### src/rtl/frame_loader.sv
// Streams weight and image bytes from an upstream valid/ready source into the core RAMs
// through a 4-entry FIFO, then waits for the core's result flag or a timeout.
module frame_loader #(
    parameter int unsigned W_BYTES = 54,
    parameter int unsigned D_BYTES = 64,
    parameter int unsigned TMO_CYC = 255
) (
    input  logic       clk,
    input  logic       rst,
    input  logic       start,
    input  logic       reuse_w,
    input  logic       s_valid,
    input  logic [7:0] s_data,
    output logic       s_ready,
    output logic       mode,
    output logic [7:0] din,
    output logic       ram_en,
    input  logic       out_data_flag,
    output logic       busy,
    output logic       frame_done,
    output logic       timeout
);

    localparam int unsigned ACC_W = $clog2(W_BYTES + D_BYTES + 1);

    typedef enum logic [1:0] {IDLE, LOAD_W, LOAD_D, WAIT_OUT} state_t;

    state_t             state_q, state_d;
    logic [7:0]         mem_q [4];
    logic [1:0]         wr_q, wr_d, rd_q, rd_d;
    logic [2:0]         cnt_q, cnt_d;
    logic [ACC_W-1:0]   acc_q, acc_d, target;
    logic [6:0]         iss_q, iss_d;
    logic [7:0]         tmr_q, tmr_d;
    logic               wv_q, wv_d;
    logic               full_load_q, full_load_d;
    logic               mode_q, mode_d;
    logic [7:0]         din_q, din_d;
    logic               ram_en_q, ram_en_d;
    logic               done_q, done_d;
    logic               tmo_q, tmo_d;
    logic               push, pop, rdy;

    always_comb begin
        state_d     = state_q;
        wv_d        = wv_q;
        full_load_d = full_load_q;
        mode_d      = mode_q;
        din_d       = din_q;
        iss_d       = iss_q;
        tmr_d       = '0;
        done_d      = 1'b0;
        tmo_d       = 1'b0;

        // Target stays at the whole-frame total after the weight phase hands over to LOAD_D.
        target = full_load_q ? ACC_W'(W_BYTES + D_BYTES) : ACC_W'(D_BYTES);
        rdy    = (cnt_q != 3'd4) && (state_q != IDLE) && (acc_q < target);
        push   = s_valid && rdy;
        pop    = ((state_q == LOAD_W) || (state_q == LOAD_D)) && (cnt_q != 3'd0);

        wr_d     = wr_q + 2'(push);
        rd_d     = rd_q + 2'(pop);
        cnt_d    = cnt_q + 3'(push) - 3'(pop);
        acc_d    = acc_q + ACC_W'(push);
        ram_en_d = pop;

        if (pop) begin
            din_d  = mem_q[rd_q];
            mode_d = (state_q == LOAD_D);
            iss_d  = iss_q + 7'd1;
        end

        case (state_q)
            IDLE: begin
                if (start) begin
                    acc_d = '0;
                    iss_d = '0;
                    if (reuse_w && wv_q) begin
                        state_d     = LOAD_D;
                        full_load_d = 1'b0;
                    end else begin
                        state_d     = LOAD_W;
                        full_load_d = 1'b1;
                        mode_d      = 1'b0;
                    end
                end
            end
            LOAD_W: begin
                if (pop && (iss_q == 7'(W_BYTES - 1))) begin
                    state_d = LOAD_D;
                    wv_d    = 1'b1;
                    iss_d   = '0;
                end
            end
            LOAD_D: begin
                if (pop && (iss_q == 7'(D_BYTES - 1))) begin
                    state_d = WAIT_OUT;
                end
            end
            WAIT_OUT: begin
                if (out_data_flag) begin
                    done_d  = 1'b1;
                    state_d = IDLE;
                end else if (tmr_q == 8'(TMO_CYC - 1)) begin
                    tmo_d   = 1'b1;
                    wv_d    = 1'b0;
                    state_d = IDLE;
                end else begin
                    tmr_d = tmr_q + 8'd1;
                end
            end
            default: state_d = IDLE;
        endcase
    end

    always_ff @(posedge clk) begin
        if (rst) begin
            state_q     <= IDLE;
            wr_q        <= '0;
            rd_q        <= '0;
            cnt_q       <= '0;
            acc_q       <= '0;
            iss_q       <= '0;
            tmr_q       <= '0;
            wv_q        <= 1'b0;
            full_load_q <= 1'b0;
            mode_q      <= 1'b0;
            din_q       <= '0;
            ram_en_q    <= 1'b0;
            done_q      <= 1'b0;
            tmo_q       <= 1'b0;
        end else begin
            state_q     <= state_d;
            wr_q        <= wr_d;
            rd_q        <= rd_d;
            cnt_q       <= cnt_d;
            acc_q       <= acc_d;
            iss_q       <= iss_d;
            tmr_q       <= tmr_d;
            wv_q        <= wv_d;
            full_load_q <= full_load_d;
            mode_q      <= mode_d;
            din_q       <= din_d;
            ram_en_q    <= ram_en_d;
            done_q      <= done_d;
            tmo_q       <= tmo_d;
        end
    end

    always_ff @(posedge clk) begin
        if (push) begin
            mem_q[wr_q] <= s_data;
        end
    end

    assign s_ready    = rdy;
    assign busy       = (state_q != IDLE);
    assign mode       = mode_q;
    assign din        = din_q;
    assign ram_en     = ram_en_q;
    assign frame_done = done_q;
    assign timeout    = tmo_q;

endmodule

### config.mk
export PLATFORM = sky130hd
export DESIGN_NAME = frame_loader
export DESIGN_NICKNAME = d
export VERILOG_FILES = /design/src/rtl/frame_loader.sv
export SDC_FILE = /design/constraint.sdc
export NUM_CORES = 1
export LEC_CHECK = 0
export ABC_CLOCK_PERIOD_IN_PS = 4300
export BUFFER_PORTS_ARGS = -buffer_cell sky130_fd_sc_hd__buf_2
export CORE_ASPECT_RATIO = 0.8
export CORE_MARGIN = 1.5
export CORE_UTILIZATION = 30
export CTS_CLUSTER_SIZE = 8
export DETAILED_ROUTE_END_ITERATION = 10
export MAX_ROUTING_LAYER = met4
export PLACE_DENSITY = 0.53
export SLEW_MARGIN = 10
export SYNTH_ARGS = -nofsm -noshare
export SYNTH_HDL_FRONTEND = slang
export SYNTH_SLANG_ARGS = --single-unit
export TNS_END_PERCENT = 1
### constraint.sdc
create_clock -name clk -period 4.3 [get_ports clk]
set_clock_uncertainty 0.1 [all_clocks]
set_input_delay 0.43 -clock clk [delete_from_list [all_inputs] [get_ports clk]]
set_output_delay 0.43 -clock clk [all_outputs]
set_load 0.005 [all_outputs]
==> results.txt, run 1 <==
The buffer levels on the longest clock path came out at 2. The most used flip-flop cell after synthesis is sky130_fd_sc_hd__dfxtp_1. The post-route setup TNS is 0 ps. After routing the design area is 3900 um^2. Dividing the detail-routed wire length by the instance count gives 13.3 um. The final cycle utilization of the critical path came out at 68.7%. The library cell occupying the most area in the post-synthesis netlist is sky130_fd_sc_hd__edfxtp_1. The die boundary width is 120 um. The worst setup path is of the flop to flop kind.

The fraction of synthesis flops using an asynchronous set or reset pin came out at 0%. The run finished with clean final reports. The number of input and output port buffers inserted is 27. The via count of the first global-routing pass is 1999.

The number of primary I/O pins is 28. The area share of the leading cell type in the synthesized netlist came out at 29.4%. The worst path setup slack after routing came out at 1350 ps.

Setup repair after global routing left no endpoint under its margin. The count of H-tree levels built during CTS is 3. The quantity of hold-fixing buffers added after cts is 0. The first detailed-routing pass took 4 iterations. The floorplan die area is 11500 um^2. The remaining number of nets flagged by the antenna check after routing came out at 0.

The number of DRC markers after the initial detailed-route iteration came out at 52. By count the netlist is led by 45 x sky130_fd_sc_hd__dfxtp_1, 32 x sky130_fd_sc_hd__edfxtp_1, 31 x sky130_fd_sc_hd__nor2_1. The pin count of the biggest net entering global routing is 28. TritonCTS built the clock tree. For the pin with the worst max-slew slack, the measured transition is 615 ps. For the finished layout, the period the worst path requires is 2950 ps.

The maximum ir drop on the vdd rail is 0.000184 V. The sequential element share of the synthesized area is 57.0%. The clock sink total came out at 77. The number of register bits inferred by synthesis came out at 77. The number of diodes added for antenna fixing came out at 0. The tool flagged a number of max-cap violations equal to 0. The worst hold slack after final layout is 212 ps. The effective utilization at floorplan is 31.4%. The final layout net count is 341.

The endpoint kind of the worst setup timing path is a flop. The number of pins with negative max-slew slack in the final report came out at 0. Along the worst path, the maximum fanout reaches 9.

The number of buffers created by CTS came out at 9. Yosys printed 0 warnings. The number of design rule violations left after detail routing came out at 0. The worst slack after detailed placement came out at 1380 ps. The synthesized netlist devotes 7.74% of its cell area to compound gates. The initial antenna violation count is 0. In the final layout, the share of cells above drive strength 1 is 21.0%. The worst register-to-register path has a setup slack of 1350 ps. The final route contains 2071 vias. The post-route total power is 2.13 mW. The total overflow reported by the global router is 0. The growth of design area from synthesis to finish came out at 19.3%. The post-cts sizing count is 0. The die outline height is 96.3 um.

The initialized floorplan defines 33 standard-cell rows. The proportion of synthesized area in mux cells came out at 6.47%. The global-route total usage across every layer is 11.8%. Counting flops with a built-in enable in the synthesized netlist gives 32. Summing the areas of all xor and xnor instances in the mapped netlist gives 5.63% of the synthesized area. The setup fix buffers added after clock tree synthesis came out at 0. The data required time at the worst endpoint came out at 4400 ps. The instance count of the mapped netlist is 275.

The instance count after placement with tap cells included came out at 438. The final cell utilization of the core came out at 37.4%. The netlist area before placement came out at 3270 um^2.

The adder-cell share of the synthesized area came out at 7.12%. The worst slew slack as a fraction of its limit is 59.0%. The final cell count without fillers is 454. For this design the ratio of total power to cell area is 548 nW/um^2.

The kind of start point of the critical path is a flop. In this run the clock root is driven by a sky130_fd_sc_hd__clkbuf_16. After detailed placement, the total cell area comes to 3600 um^2.

For this run, the top clock speed supported by timing is 339 MHz. The source-to-sink clock delay at the later pin of the worst-skew pair came out at 330 ps. The count of final setup violators came out at 0.

At the end of routability-driven placement, the weighted congestion stood at 0.839. By area the synthesized netlist is led by sky130_fd_sc_hd__edfxtp_1 29%, sky130_fd_sc_hd__dfxtp_1 28%, sky130_fd_sc_hd__ha_1 6.5%, sky130_fd_sc_hd__mux4_2 5.5%, sky130_fd_sc_hd__nor2_1 3.6%. The most repeated cell in the gate-level netlist after synthesis is sky130_fd_sc_hd__dfxtp_1. After synthesis, the largest family of logic cells by area is simple AND/OR/NAND/NOR gates. The first-pass GRT wire length is 9.83 mm.

The basic-gate share of the synthesized area counting and, or, nand and nor cells is 13.4%. Summed over all cells, the static leakage comes to 1.44 nW. The mean post-synth cell area is 11.9 um^2. Synthesis instantiated 47 different standard cells from the library. The number of hold-slack violations in the final timing report came to 0. The number of nets in the synthesized netlist came out at 307. The clock-pin transition on the worst setup and hold timing paths is 60 ps.

Using the TritonRoute via totals, the vias-per-cell ratio works out to 4.56. The area of the core region came out at 10400 um^2. STA puts the critical path data arrival time at 3050 ps. Summed over all layers, the routed wires come to 6.03 mm.

The worst hold path belongs to the class input port to flop. The half-perimeter wire length of the detailed placement result came out at 4.08 mm.
area by class of cell:
type | count | area [um^2]
flip-flops and latches | 77 | 1860
inverters | 13 | 48.8
fillers | 1028 | 6510
multi-input cells | 176 | 1340
repair buffers | 32 | 173
clock buffers | 10 | 229
clock inverters | 6 | 70.1
well taps | 140 | 175
state kept, by name, summed over array words and instances (netlist names):
signal / count
state_q: 2
ram_en: 1
timeout: 1
iss_q: 7
mem_q: 32
rd_q: 2
din: 8
cnt_q: 3
mode: 1
tmr_q: 8
acc_q: 7
wv_q: 1
full_load_q: 1
wr_q: 2
frame_done: 1
worst max-delay path, cell delays in order, from the launching register on:
cell and delay, ps:
sky130_fd_sc_hd__dfxtp_1 360, sky130_fd_sc_hd__inv_1 90, sky130_fd_sc_hd__ha_1 310, sky130_fd_sc_hd__a221oi_1 360, sky130_fd_sc_hd__nand2_2 190, sky130_fd_sc_hd__a21o_1 190, sky130_fd_sc_hd__ha_1 260, sky130_fd_sc_hd__inv_1 40
sky130_fd_sc_hd__ha_1 180, sky130_fd_sc_hd__fa_1 380, sky130_fd_sc_hd__xnor2_1 170, sky130_fd_sc_hd__xnor2_1 130, sky130_fd_sc_hd__nor2_1 50
layout by cell type (no fill, tap or decap), types with 2 or more instances in the layout:
cell	synthesis	layout
sky130_fd_sc_hd__nand4_1	2	2
sky130_fd_sc_hd__nor3_1	3	3
sky130_fd_sc_hd__ha_1	17	17
sky130_fd_sc_hd__xor2_1	10	10
sky130_fd_sc_hd__and4_1	2	2
sky130_fd_sc_hd__inv_1	12	12
sky130_fd_sc_hd__buf_4	0	5
sky130_fd_sc_hd__mux2i_1	2	2
sky130_fd_sc_hd__mux4_2	8	8
sky130_fd_sc_hd__buf_2	3	27
sky130_fd_sc_hd__xnor2_1	11	11
sky130_fd_sc_hd__dfxtp_1	45	45
sky130_fd_sc_hd__a21o_1	3	3
sky130_fd_sc_hd__a21oi_1	12	12
sky130_fd_sc_hd__a2111oi_2	1	4
sky130_fd_sc_hd__nand3_1	10	10
sky130_fd_sc_hd__nor2b_1	5	5
sky130_fd_sc_hd__nand2b_1	2	2
sky130_fd_sc_hd__inv_6	0	3
sky130_fd_sc_hd__clkbuf_16	0	9
sky130_fd_sc_hd__nor2_1	31	31
sky130_fd_sc_hd__edfxtp_1	32	32
sky130_fd_sc_hd__nand2_1	22	22
sky130_fd_sc_hd__a211o_1	2	2
sky130_fd_sc_hd__and3_1	5	5
sky130_fd_sc_hd__a211oi_1	2	2
sky130_fd_sc_hd__and2_1	4	4
report_power, final:
| part | switching, mW | internal, mW |
|---|---|---|
| logic | 0.255 | 0.210 |
| registers | 0.0636 | 0.850 |
| clock network | 0.300 | 0.455 |
| total | 0.618 | 1.52 |
kinds of logic (layout without fill, tap and decap cells):
| kind of cell | count (synthesis) | count (layout) |
|---|---|---|
| AOI/OAI and AO/OA | 34 | 34 |
| xor gates and xnor gates | 21 | 21 |
| adders and majority gates | 18 | 18 |
| buffers and inverters | 22 | 61 |
| DFF | 77 | 77 |
| muxes | 11 | 11 |
| and+or+nand+nor | 92 | 92 |
routing by layer:
layer / vias to the layer above / track usage [%] / share of wire [%]
li1: 1050 / - / -
met1: 982 / 14.2 / 49
met2: 29 / 18.2 / 45
met4: 0 / 5.65 / 2.1
met3: 10 / 3.79 / 3.8
met5: - / - / 0
path summary, 6_finish.rpt:
check                                        endpoint                    start  depth (start not counted)
worst max-delay path              cnt_q[2]$_SDFF_PP0_  state_q[0]$_SDFFE_PP0P_                         12
worst min-delay path            mem_q[2][2]$_DFFE_PP_                s_data[2]                          1
worst max register to register    cnt_q[2]$_SDFF_PP0_  state_q[0]$_SDFFE_PP0P_                         12
worst min register to register    din[1]$_SDFFE_PP0P_      din[1]$_SDFFE_PP0P_                          2
No activity file was read; power rests on OpenSTA's default activity.
==> run 2: changes to the inputs <==
- ABC_CLOCK_PERIOD_IN_PS: 4300 -> 2500
- PLACE_DENSITY: 0.53 -> 0.54
- clock period: 4.3 -> 2.5 ns (I/O delays scaled with it)
==> run 2 against run 1 <==
The run now ends with negative setup slack left. Clock-buffer cell count stayed put. Non-clock buffer count up 20. Sequential share of layout area fell by 2.3 points. First-iteration DRC count up 27%. Worst hold slack worse by 180 ps. Flip-flop and latch count stayed put. Die area unchanged. Routed wire length down 2.7%. Combinational power is 110% higher. Worst setup slack lost 1400 ps.
==> results.txt, run 2 (synthesis results as in run 1) <==
The flow ran to the end, but the final reports show violations. The final reports fail on negative setup slack. The cell count of the worst reg-to-reg path came out at 12 (unchanged). The proportion of power drawn by the clock network came out at 34.1% (-1.3 points). The buffer cell driving the clock tree root is sky130_fd_sc_hd__clkbuf_16.

The worst slew slack as a fraction of its limit is 59.9% (+0.91 points). The count of H-tree levels built during CTS came out at 3 (unchanged). Compared with the post-synthesis result, the final layout area differs by 25.5%.

The half-perimeter wire length of the detailed placement result is 4.08 mm (about the same). The final cell utilization of the core was 39.4% (+1.9 points). The number of hold-slack violations in the final timing report came to 0 (unchanged). The buffers plus inverters on the worst setup path is 2 (unchanged).

The number of buffers created by CTS came out at 9 (unchanged). The slowest stage of the critical path belongs to the cell sky130_fd_sc_hd__dfxtp_2. The number of input and output port buffers inserted came to 27 (unchanged). The remaining number of nets flagged by the antenna check after routing came out at 0 (unchanged). The post-route total power is 3.83 mW (+79%). The number of vias after detailed routing is 2154 (+4.0%). The die boundary width came out at 120 um (unchanged). The flip-flop count of the largest register after layout came out at 32 (unchanged). More flip-flops sit in one register than any other, and that register is mem_q.

The kind of critical path is flop to flop. STA classifies the critical path endpoint as a flop. The area of placed instances is 3740 um^2 (+4.0%). Walking the worst path, the cells encountered are inv_4 -> ha_4 -> a211o_1 -> a21o_1 -> a21o_1 -> ha_1 -> inv_1 -> ha_2 -> fa_2 -> xnor2_2 -> xnor2_1 -> nor2_1. The proportion of total power due to net switching came out at 28.2% (-0.74 points). The critical path depth came to 12 (unchanged). The iteration count of the initial detailed-routing pass is 4 (unchanged). The post-layout instance area is 4100 um^2 (+5.2%). The share of layout cells above drive strength 1 is 29.0% (+8.0 points). The worst path setup slack after routing is -62.5 ps (-1410 ps). The number of cells on the worst hold path came out at 1 (unchanged). The initial antenna violation count came to 0 (unchanged). The number of diodes added for antenna fixing came out at 0 (unchanged). The final cycle utilization of the critical path came out at 103% (+34 points). The combinational power share came to 25.3% (+3.5 points). The power spent charging and discharging nets came out at 1.08 mW (+75%).

The power density relative to cell area was 933 nW/um^2 (+70%). The cell family contributing the most delay on the critical path is adder cells. The clock-pin transition on the worst setup and hold timing paths is 60 ps (about the same). The internal power contribution is 2.75 mW (+81%). The routed via count divided by cell count came out at 4.54 (-0.38%). The data required time at the worst endpoint is 2600 ps (-1800 ps). The fill cell instance count of the final layout came out at 1037 (+0.88%). The clock sink total came out at 77 (unchanged). The mean routed wirelength per cell was 12.4 um (-6.8%). The number of DRC markers after the initial detailed-route iteration is 66 (+27%). The final layout net count came out at 361 (+5.9%). The pin count of the biggest net entering global routing is 28 (unchanged).

The number of design rule violations left after detail routing is 0 (unchanged). The number of primary I/O pins is 28 (unchanged). The post-detailed-routing wire length came to 5.86 mm (-2.7%). Setup repair after global routing could not meet its margin everywhere. The number of standard-cell rows in the floorplan is 33 (unchanged).

TritonCTS built the clock tree. The instance count after placement with tap cells included came out at 457 (+4.3%). The via count of the first global-routing pass came to 2070 (+3.6%). The count of max-cap constraint violations is 0 (unchanged). The data arrival time of the worst path is 2660 ps (-390 ps).

The most common cell after layout, fill and taps aside is sky130_fd_sc_hd__dfxtp_1. The count of final setup violators came to 1 (+1). The total overflow reported by the global router is 0 (unchanged). The final cell count without fillers came out at 474 (+4.4%).

The source-to-sink clock delay at the later pin of the worst-skew pair came to 330 ps (about the same). The largest fanout on the critical path came out at 4 (-5). The effective utilization at floorplan was 31.4% (unchanged). The register share of total power came out at 40.6% (-2.2 points).

The weighted congestion at the end of routability-driven global placement was 0.755 (-10%). The largest stage delay on the critical path came out at 350 ps (-30 ps). The number of pins with negative max-slew slack in the final report is 0 (unchanged).

The floorplan die area came out at 11500 um^2 (unchanged). The transition at the pin with the smallest max-transition slack came out at 601 ps (-13.6 ps). The die outline height came out at 96.3 um (unchanged). The area of the core region was 10400 um^2 (unchanged).

The highest attainable clock frequency came out at 390 MHz (+15%). The path class of the tightest hold or removal check is input port to flop. The global-route total usage across every layer came to 11.6% (-0.21 points). The reported leakage power came out at 1.54 nW (+7.0%). The kind of start point of the critical path is a flop. The shortest period the worst path allows came out at 2560 ps (-390 ps).

The top cell types in the final layout, fill and taps aside, are 43 x sky130_fd_sc_hd__dfxtp_1, 32 x sky130_fd_sc_hd__edfxtp_1, 31 x sky130_fd_sc_hd__nor2_1. The buffer levels on the longest clock path came to 2 (unchanged). Among the stages of the critical path, the cell type that occurs most often is sky130_fd_sc_hd__a21o_1.

The maximum ir drop on the vdd rail was 0.000379 V (+110%). The first-pass GRT wire length is 9.93 mm (+1.1%).
==> run 2: repair_timing <==
action / in CTS / in global routing
gates resized for setup: 10 / 1
setup endpoints to repair: 3 / 4
hold buffers: 0 / 0
setup buffers: 1 / 0
pin swaps: 6 / 4
==> run 2: power groups by stage <==
| stage | Sequential [mW] | Clock [mW] | Combinational (mW) |
|---|---|---|---|
| after detailed placement | 1.58 | 0 | 0.934 |
| final | 1.55 | 1.30 | 0.969 |
| after floorplan | 1.56 | 0 | 0.578 |
| after global placement | 1.57 | 0 | 0.928 |
| after global routing | 1.58 | 1.39 | 1.10 |
| after CTS | 1.56 | 1.34 | 0.985 |
==> run 2: path summary, 6_finish.rpt <==
path / to / start / slack [ps]
min: mem_q[1][1]$_DFFE_PP_ / s_data[1] / 30
max: cnt_q[2]$_SDFF_PP0_ / full_load_q$_SDFFE_PP0P_ / -60
min reg2reg: din[7]$_SDFFE_PP0P_ / din[7]$_SDFFE_PP0P_ / 350
max reg2reg: cnt_q[2]$_SDFF_PP0_ / full_load_q$_SDFFE_PP0P_ / -60
==> run 2: routing by layer <==
metal | up-vias | track usage, % | share of wire (%)
met3 | 12 | 2.78 | 2.5
li1 | 1085 | - | -
met2 | 21 | 18.6 | 47
met1 | 1036 | 14.0 | 48
met5 | - | - | 0
met4 | 0 | 5.46 | 2.4
==> run 2: layout make-up <==
| class | count | area [um^2] | area share, % |
|---|---|---|---|
| Tap cell | 140 | 175 | 4.27 |
| Sequential cell | 77 | 1860 | 45.5 |
| Inverter | 13 | 51.3 | 1.25 |
| Clock inverter | 6 | 70.1 | 1.71 |
| Timing Repair Buffer | 52 | 323 | 7.88 |
| Multi-Input combinational cell | 176 | 1380 | 33.6 |
| Clock buffer | 10 | 239 | 5.83 |
==> run 2: metrics by stage <==
step | TNS, ps | hold WS [ps] | worst slack [ps]
after floorplan | -7710 | 249 | -308
after global placement | -257 | 340 | -218
after detailed placement | -319 | 343 | -267
after CTS | -126 | 23.3 | -126
after global routing | -334 | 34.2 | -190
final | -62.5 | 34.0 | -62.5
==> run 3: changes to the inputs <==
- ABC_CLOCK_PERIOD_IN_PS: 2500 -> 2100
- BUFFER_PORTS_ARGS: -buffer_cell sky130_fd_sc_hd__buf_2 -> -buffer_cell sky130_fd_sc_hd__buf_4
- clock period: 2.5 -> 2.1 ns (I/O delays scaled with it)
==> run 3 against run 2 <==
The flow still finishes with violations (negative setup slack). Routed wire length grew 9.4%. Sequential share of layout area is 2.9 points lower. Worst hold slack better by 41 ps. Design area rose by 6.8%. Power rose by 22%. Critical path type unchanged. Die area is the same.
==> results.txt, run 3 (synthesis results as in run 1) <==
The flop-to-flop setup slack came out at -460 ps (-400 ps). The via count of the first global-routing pass is 2273 (+9.8%). The number of input and output port buffers inserted is 27 (unchanged).

The worst path setup slack after routing came to -458 ps (-396 ps). The iteration count of the initial detailed-routing pass came out at 4 (unchanged). The effective utilization at floorplan came out at 31.4% (unchanged). The number of hold-slack violations in the final timing report came out at 0 (unchanged). The number of vias after detailed routing is 2211 (+2.6%). The pin count of the biggest net entering global routing was 28 (unchanged). The reported leakage power was 1.62 nW (+5.6%). The largest stage delay on the critical path is 350 ps (about the same). The power density relative to cell area came out at 1060 nW/um^2 (+14%). Setup repair after global routing could not meet its margin everywhere. The source-to-sink clock delay at the later pin of the worst-skew pair came out at 340 ps (about the same). The kind of start point of the critical path is a flop. The global-route total usage across every layer is 12.9% (+1.3 points). The worst slack after detailed placement was -564 ps (-297 ps).

The number of design rule violations left after detail routing is 0 (unchanged). The worst slew slack as a fraction of its limit came out at 70.4% (+11 points). The clock sink total is 77 (unchanged).

The post-layout instance area is 4380 um^2 (+6.8%). The post-detailed-routing wire length came out at 6.41 mm (+9.4%). The mean routed wirelength per cell is 13.1 um (+5.8%). The CTS tree is yes. The signal on the critical path passes through inv_4 -> ha_4 -> a211o_1 -> a21o_4 -> a21o_1 -> ha_1 -> inv_1 -> ha_2 -> fa_2 -> xnor2_2 -> xnor2_1 -> nor2_1. The min-delay analysis places its worst path in the category input port to flop. The checks that failed: negative setup slack. In this design, the largest share of critical-path delay is due to adder cells. The buffer levels on the longest clock path came out at 2 (unchanged).

The number of buffers created by CTS came to 9 (unchanged). The half-perimeter wire length of the detailed placement result came out at 4.51 mm (+10%). The critical path is of the flop to flop type.

The share of layout cells above drive strength 1 is 30.9% (+1.8 points). The transition at the pin with the smallest max-transition slack is 443 ps (-158 ps). For this design, the slowest cell found on the critical path is sky130_fd_sc_hd__dfxtp_2. The weighted congestion at the end of routability-driven global placement is 0.760 (+0.65%).

In this run the critical register-to-register path is launched from full_load_q$_SDFFE_PP0P_. The remaining number of nets flagged by the antenna check after routing came to 0 (unchanged). The floorplan die area came out at 11500 um^2 (unchanged). The number of standard-cell rows in the floorplan came out at 33 (unchanged). Compared with the post-synthesis result, the final layout area differs by 34.0%. The most common cell after layout, fill and taps aside is sky130_fd_sc_hd__buf_4.

The count of final setup violators came out at 42 (+41). The first-pass GRT wire length is 10.8 mm (+8.4%). The total overflow reported by the global router is 0 (unchanged). In the layout the commonest cells are 55 x sky130_fd_sc_hd__buf_4, 42 x sky130_fd_sc_hd__dfxtp_1, 32 x sky130_fd_sc_hd__edfxtp_1.

In this run the clock root is driven by a sky130_fd_sc_hd__clkbuf_16. Counting flops per register, the top entry is mem_q. The buffers plus inverters on the worst setup path was 2 (unchanged). The post-route setup TNS came out at -2700 ps (-2630 ps). The largest fanout on the critical path came to 3 (-1). The shortest period the worst path allows is 2560 ps (-4.15 ps). The initial antenna violation count is 0 (unchanged). The final layout net count came out at 377 (+4.4%). The clock-pin transition on the worst setup and hold timing paths came to 60 ps (about the same). The flip-flop count of the largest register after layout came out at 32 (unchanged). The number of DRC markers after the initial detailed-route iteration is 75 (+14%).

The die boundary width is 120 um (unchanged). The worst hold slack after final layout came to 74.8 ps (+40.8 ps). The launching instance or port of the critical path is full_load_q$_SDFFE_PP0P_. The count of H-tree levels built during CTS is 3 (unchanged).

The count of max-cap constraint violations is 0 (unchanged). The final cycle utilization of the critical path was 122% (+19 points). The final cell utilization of the core came out at 42.1% (+2.7 points). The flow ran to the end, but the final reports show violations. The die outline height came out at 96.3 um (unchanged). The area of placed instances is 3910 um^2 (+4.5%). STA classifies the critical path endpoint as a flop.

The data arrival time of the worst path came to 2680 ps (+20 ps). The number of primary I/O pins came out at 28 (unchanged). In this run the most critical hold path is launched from out_data_flag. The number of pins with negative max-slew slack in the final report is 0 (unchanged). The maximum ir drop on the vdd rail is 0.000478 V (+26%). The data required time at the worst endpoint is 2220 ps (-380 ps).

The highest attainable clock frequency is 391 MHz (+0.16%). The area of the core region is 10400 um^2 (unchanged). The number of diodes added for antenna fixing is 0 (unchanged). The routed via count divided by cell count is 4.51 (-0.71%).
[run 3: power by group]
part | internal, mW | switching, mW
combinational | 0.687 | 0.659
sequential | 1.74 | 0.102
clock | 0.821 | 0.643
[run 3: path summary, 6_finish.rpt]
path                                         endpoint  depth (start not counted)
worst max-delay path              cnt_q[2]$_SDFF_PP0_                         12
worst max register to register    cnt_q[2]$_SDFF_PP0_                         12
worst min-delay path            frame_done$_SDFF_PP0_                          2
worst min register to register    din[6]$_SDFFE_PP0P_                          2
[run 3: routing by layer]
layer	wire length, um	global-route usage [%]	up-vias
li1	-	-	1118
met1	3040	14.4	1057
met2	3010	21.0	27
met3	235	4.38	9
met4	121	6.55	0
met5	0	-	-
[run 3: area by class of cell]
cell class	count	area, um^2
flip-flops and latches	77	1870
clock buffers	10	229
inverters	13	51.3
repair buffers	68	548
clock inverters	6	53.8
fillers	1016	6030
well taps	140	175
multi-input cells	176	1460
[run 3: metrics by stage]
| step | power [mW] | instances |
|---|---|---|
| floorplan | 2.64 | 275 |
| global placement | 3.13 | 465 |
| detailed placement | 3.15 | 465 |
| CTS | 4.72 | 490 |
| global route | 4.94 | 490 |
| finish | 4.65 | 490 |
[run 3: timing repair]
item                                    4_1_cts  5_1_grt
hold buffers                                  9        0
hold endpoints to repair                     33        0
cloned                                        0        0
setup buffers                                 0        0
gates resized for setup                      12        3
endpoints found under the setup margin       45       47
pin swaps                                     9        2
[run 3: worst reg2reg max path, delay by kind of cell (launching register included)]
kind / cells / cell delay [ps]
DFF: 1 / 350
and+or+nand+nor: 1 / 50
adders and majority gates: 4 / 980
AOI/OAI and AO/OA: 3 / 610
buffers and inverters: 2 / 90
xor gates and xnor gates: 2 / 280
